[src/rtl/ring_switch_arbiter.sv]
// Ring router switch control with registered outputs.
// Routes upstream ring flits to local ejection or the downstream ring, and
// arbitrates the downstream ring between through-traffic and NI injection,
// holding the output for whole packets and granting ties round-robin.
module ring_switch_arbiter #(
  parameter int unsigned                FLIT_W   = 8,
  parameter int unsigned                NODE_W   = 2,
  parameter logic [FLIT_W-NODE_W-1:0]   HEAD_TAG = 6'b101111,
  parameter logic [FLIT_W-1:0]          TRAILER  = '1
) (
  input  logic              clk,
  input  logic              rst,
  input  logic [NODE_W-1:0] current_node,
  input  logic [FLIT_W-1:0] ring_in_flit,
  input  logic              ring_in_valid,
  output logic              ring_in_ready,
  input  logic [FLIT_W-1:0] ni_in_flit,
  input  logic              ni_in_valid,
  output logic              ni_in_ready,
  output logic [FLIT_W-1:0] ring_out_flit,
  output logic              ring_out_valid,
  input  logic              ring_out_ready,
  output logic [FLIT_W-1:0] ej_flit,
  output logic              ej_valid,
  input  logic              ej_ready,
  output logic              ring_out_src,
  output logic              err_drop
);

  typedef enum logic [1:0] {R_IDLE, R_EJECT, R_FWD} r_state_t;
  typedef enum logic [1:0] {O_FREE, O_RING, O_NI}   o_state_t;

  r_state_t r_state, r_next;
  o_state_t o_state, o_next;
  logic     rr, rr_next;

  logic ring_head, ring_local, ring_trailer;
  logic ni_head, ni_trailer;
  logic ro_can_load, ej_can_load;
  logic ring_req, ni_req, gnt_ring, gnt_ni;
  logic ro_load_ring, ro_load_ni, ej_load;
  logic ring_drop, ni_drop;

  assign ring_head    = (ring_in_flit[FLIT_W-1:NODE_W] == HEAD_TAG);
  assign ring_local   = (ring_in_flit[NODE_W-1:0] == current_node);
  assign ring_trailer = (ring_in_flit == TRAILER);
  assign ni_head      = (ni_in_flit[FLIT_W-1:NODE_W] == HEAD_TAG);
  assign ni_trailer   = (ni_in_flit == TRAILER);

  // A buffer may take a new flit when empty or when it is being drained now.
  assign ro_can_load = !ring_out_valid || ring_out_ready;
  assign ej_can_load = !ej_valid || ej_ready;

  // Contenders for a free output; grant resolves same-cycle ties by rr.
  assign ring_req = ring_in_valid && (r_state == R_IDLE) && ring_head && !ring_local;
  assign ni_req   = ni_in_valid && ni_head;
  assign gnt_ring = (o_state == O_FREE) && ring_req && (!ni_req || !rr);
  assign gnt_ni   = (o_state == O_FREE) && ni_req && (!ring_req || rr);

  // State registers for the ring router, output owner and rr pointer.
  always_ff @(posedge clk) begin
    if (rst) begin
      r_state <= R_IDLE;
      o_state <= O_FREE;
      rr      <= 1'b0;
    end else begin
      r_state <= r_next;
      o_state <= o_next;
      rr      <= rr_next;
    end
  end

  // Ring-input router: picks a target per packet and back-pressures on it.
  always_comb begin
    r_next        = r_state;
    ring_in_ready = 1'b0;
    ro_load_ring  = 1'b0;
    ej_load       = 1'b0;
    ring_drop     = 1'b0;
    unique case (r_state)
      R_IDLE: begin
        if (ring_head) begin
          if (ring_local) begin
            ring_in_ready = ej_can_load;
            if (ring_in_valid && ring_in_ready) begin
              ej_load = 1'b1;
              r_next  = R_EJECT;
            end
          end else begin
            ring_in_ready = ro_can_load && gnt_ring;
            if (ring_in_valid && ring_in_ready) begin
              ro_load_ring = 1'b1;
              r_next       = R_FWD;
            end
          end
        end else begin
          ring_in_ready = 1'b1;
          ring_drop     = ring_in_valid;
        end
      end
      R_EJECT: begin
        ring_in_ready = ej_can_load;
        if (ring_in_valid && ring_in_ready) begin
          ej_load = 1'b1;
          if (ring_trailer) r_next = R_IDLE;
        end
      end
      R_FWD: begin
        ring_in_ready = ro_can_load;
        if (ring_in_valid && ring_in_ready) begin
          ro_load_ring = 1'b1;
          if (ring_trailer) r_next = R_IDLE;
        end
      end
      default: r_next = R_IDLE;
    endcase
  end

  // Output owner: locks ring_out to one source from head to trailer.
  // The ring side's ownership is inferred from its forwarding loads so the
  // two combinational blocks stay acyclic.
  always_comb begin
    o_next      = o_state;
    rr_next     = rr;
    ni_in_ready = 1'b0;
    ro_load_ni  = 1'b0;
    ni_drop     = 1'b0;
    unique case (o_state)
      O_FREE: begin
        if (ro_load_ring) begin
          o_next = O_RING;
          if (ni_req) rr_next = 1'b1;
        end
        if (ni_head) begin
          ni_in_ready = ro_can_load && gnt_ni;
          if (ni_in_valid && ni_in_ready) begin
            ro_load_ni = 1'b1;
            o_next     = O_NI;
            if (ring_req) rr_next = 1'b0;
          end
        end else begin
          ni_in_ready = 1'b1;
          ni_drop     = ni_in_valid;
        end
      end
      O_RING: begin
        if (ro_load_ring && ring_trailer) o_next = O_FREE;
      end
      O_NI: begin
        ni_in_ready = ro_can_load;
        if (ni_in_valid && ni_in_ready) begin
          ro_load_ni = 1'b1;
          if (ni_trailer) o_next = O_FREE;
        end
      end
      default: o_next = O_FREE;
    endcase
  end

  // Downstream ring buffer: one entry, source tag travels with the flit.
  always_ff @(posedge clk) begin
    if (rst) begin
      ring_out_valid <= 1'b0;
      ring_out_flit  <= '0;
      ring_out_src   <= 1'b0;
    end else if (ro_load_ring) begin
      ring_out_valid <= 1'b1;
      ring_out_flit  <= ring_in_flit;
      ring_out_src   <= 1'b0;
    end else if (ro_load_ni) begin
      ring_out_valid <= 1'b1;
      ring_out_flit  <= ni_in_flit;
      ring_out_src   <= 1'b1;
    end else if (ring_out_ready) begin
      ring_out_valid <= 1'b0;
    end
  end

  // Local ejection buffer: one entry.
  always_ff @(posedge clk) begin
    if (rst) begin
      ej_valid <= 1'b0;
      ej_flit  <= '0;
    end else if (ej_load) begin
      ej_valid <= 1'b1;
      ej_flit  <= ring_in_flit;
    end else if (ej_ready) begin
      ej_valid <= 1'b0;
    end
  end

  // Drop indication: one pulse covers drops on either or both inputs.
  always_ff @(posedge clk) begin
    if (rst) err_drop <= 1'b0;
    else     err_drop <= ring_drop || ni_drop;
  end

endmodule

[config.mk]
export PLATFORM = sky130hd
export DESIGN_NAME = ring_switch_arbiter
export DESIGN_NICKNAME = d
export VERILOG_FILES = /design/src/rtl/ring_switch_arbiter.sv
export SDC_FILE = /design/constraint.sdc
export NUM_CORES = 1
export LEC_CHECK = 0
export CAP_MARGIN = 20
export CELL_PAD_IN_SITES_DETAIL_PLACEMENT = 1
export CELL_PAD_IN_SITES_GLOBAL_PLACEMENT = 2
export CORE_ASPECT_RATIO = 0.7
export CORE_UTILIZATION = 27
export DETAILED_ROUTE_END_ITERATION = 8
export GPL_ROUTABILITY_DRIVEN = 0
export GPL_TIMING_DRIVEN = 1
export PLACE_DENSITY = 0.84
export REMOVE_ABC_BUFFERS = 1
export SYNTH_ARGS = -nofsm -noshare
export SYNTH_HDL_FRONTEND = slang
export SYNTH_SLANG_ARGS = --single-unit
[constraint.sdc]
create_clock -name clk -period 3.7 [get_ports clk]
set_input_delay 0.555 -clock clk [delete_from_list [all_inputs] [get_ports clk]]
set_output_delay 0.555 -clock clk [all_outputs]
set_load 0.02 [all_outputs]
==> key figures <==
Run status
  – Status: finished clean

Timing
  – Worst Max-Slew Pin Slew: roughly 470 ps
  – Worst hold margin: ~490 ps
  – Minimum clock period after layout: roughly 3400 ps
  – Fin crit share: 0.9192
  – Clock Skews: roughly 4.8 ps
  – Final setup viols: 0
  – Setup TNS: 0 ps
  – Hold Violations, Final: 0
  – Rel. slew slack: 0.6882
  – FMAX: approximately 290 MHz
  – RSZ-0062 raised after global routing: no
  – Final Max Slew Viols: 0

Floorplanning
  – Core Area: roughly 4800 µm²
  – # rows: 21
  – Die area: 5301 µm²
  – Die W: slightly below 90 µm
  – Die Span Y: 61.22 µm
  – Initial Util: 0.2813
  – # IOs: between 40 and 50

CTS
  – Resized Gates After CTS: 0
  – Clk buf depth: 2
  – CTS tree: built
  – Root buf cell: clkbuf_8
  – Setup Fix Bufs, Post-CTS: 0
  – Clock Pin Slew Worst Setup and Hold Paths: around 90 ps
  – Worst-skew pair later-pin latency: approximately 280 ps
  – Hold_buf cts: 0
  – Num CTS Buffers: 3
  – Clock sink count: 25
  – H-tree depth: 1

Placement
  – Placed cell count: about 280
  – # port buffers: between 40 and 50
  – Post-DP HPWL: 3243 µm

Power and ir drop
  – Seq pwr share: 0.524
  – Pwr dens: approximately 270 nW/µm²
  – Net Sw Power: about 130 µW
  – Internal Power: 387.2 µW
  – Sw frac: 0.2571
  – Leak Pwr: 0.0006575 µW
  – Peak VDD IR: about 0.00012 V
  – Logic gate share of total power: 0.150
  – Clock share of power: 0.326

Logic synthesis
  – Sequential fraction of the synthesis area: 0.3700
  – Cell with the most instances after synthesis: dfxtp_1
  – Cells after Synth: around 170
  – Mapped Area: approximately 1400 µm²
  – Cell variety after synth: 41
  – Primary FF master, synth: dfxtp_1
  – Most instantiated cells after synthesis: dfxtp_1 (25), nor2_1 (24), nand2_1 (22)
  – Area contributors post-synth: dfxtp_1 (37%), nor2_1 (6.7%), nand2_1 (6.1%)
  – Leading area contributor after synthesis: dfxtp_1
  – Post-synth EDFFs: 0
  – Synth Area per Inst: slightly above 8 µm²
  – Ys Warns: 0
  – Yosys top cell area share: 0.3700
  – Post-synth ARST share: 0
  – Seq cells post-synth: 25

Global routing
  – Vias in the first global route: around 1400
  – Overflow after GRT: 0
  – Routing usage on met2: 0.2653
  – Routing usage on met1: 0.2606
  – Met3 Usage GRT: 0.04558
  – Global-route wire length before repair: roughly 7100 µm
  – Largest net degree at the start of global routing: 19
  – Most Used Layer, Global Route: met2
  – Initial antenna violation count: 0
  – Gr usage total: 0.1763

Critical path
  – Critical path required time: approximately 3100 ps
  – CP arrival: about 2900 ps
  – Critical path fanouts, max: 4
  – Startpoint class of the critical path: input port
  – Critical path type: input port to output pin
  – Setup crit end kind: output pin

Routing
  – Starting DRC count in detailed routing: 62
  – DRC Markers: 0
  – Antenna Nets Post-Route: 0
  – Drt first pass iters: 4
  – Final wirelength: about 4200 µm
  – DR vias/cell: a little under 5
  – Vias: 1386
  – DR WL/cell: about 15 µm

Cells and area
  – Fillers: between 500 and 600
  – Fin cells: 280
  – Layout area overhead: 41.54%
  – Layout cells sized above 1: 0.04739
  – Fin nets: 240
  – Antenna fix cells: 0

Run
  – Max cap viols: 0

Hold path
  – Worst hold path class: register to register
[area by class of cell]
| type | count | area, µm² | share of cell area |
|---|---|---|---|
| inverters | 7 | 26.28 | 0.01373 |
| clock inverters | 1 | 5.005 | 0.002614 |
| flip-flops and latches | 25 | 500.5 | 0.2614 |
| multi-input cells | 127 | 782.0 | 0.4085 |
| clock buffers | 3 | 41.29 | 0.02157 |
| well taps | 69 | 86.33 | 0.04510 |
| repair buffers | 48 | 473.0 | 0.2471 |
[cell families (layout without fill, tap and decap cells)]
kind of cell | after synthesis | after routing | synth area share
AO/OA/AOI/OAI | 36 | 36 | 0.2026
multiplexers | 7 | 7 | 0.05181
buffers and inverters | 15 | 59 | 0.05181
flip-flops | 25 | 25 | 0.3700
XOR/XNOR | 2 | 2 | 0.01295
AND/OR/NAND/NOR | 78 | 78 | 0.2738
adder cells (fa/ha/maj) | 4 | 4 | 0.03700
[placed cells by master (no fill, tap or decap), drive strengths merged, types with 6 or more instances in the layout]
cell type and n:
a21oi 9, a311oi 7, clkdlybuf4s50 45, dfxtp 25
inv 7, mux2i 7, nand2 22, nand3 7
nor2 24, nor3 6
[per-stage QoR]
step	setup slack [ps]	utilization	cell area, µm²	power (µW)
after floorplan	1414	-	1309	307.3
after global placement	352.2	0.3885	1868	356.9
after detailed placement	291.9	0.3885	1868	357.8
after CTS	286.3	0.3981	1914	527.6
after global routing	140.2	0.3981	1914	547.1
final	299.1	0.3981	1914	521.3
[layer usage]
metal  wire [µm]  up-vias
li1            -      684
met1        2243      660
met2        1690       40
met3         276        2
met4          13        0
met5           0        -
[worst max-delay path, stage by stage]
cell and delay [ps]:
clkdlybuf4s50_1 510, and4_1 280, and3b_1 250, nand2_1 130
o311ai_1 390, o21ai_0 160, clkdlybuf4s50_1 560
[registers in the layout (all words and copies together), names as in the netlist]
| signal | flops |
|---|---|
| ring_out_src | 1 |
| rr | 1 |
| ej_valid | 1 |
| o_state | 2 |
| ring_out_flit | 8 |
| r_state | 2 |
| err_drop | 1 |
| ej_flit | 8 |
| ring_out_valid | 1 |
[worst paths after layout]
kind | startpoint | to | slack [ps] | cells past startpoint
setup reg to reg | r_state[0]$_SDFFE_PP0P_ | o_state[0]$_SDFFE_PP0P_ | 1610 | 7
hold / removal | ring_out_flit[3]$_SDFFE_PP0P_ | ring_out_flit[3]$_SDFFE_PP0P_ | 490 | 2
setup / recovery | ring_in_flit[4] | ni_in_ready | 300 | 7
hold reg to reg | ring_out_flit[3]$_SDFFE_PP0P_ | ring_out_flit[3]$_SDFFE_PP0P_ | 490 | 2
[power groups by stage]
stage	Clock [µW]	Sequential, µW	Combinational, µW
after floorplan	0	283	24.7
after global placement	0	280	77.3
after detailed placement	0	280	78.3
after CTS	176	273	78.6
after global routing	187	274	85.9
final	170	273	78.3
(Power assumes the default switching activity.)
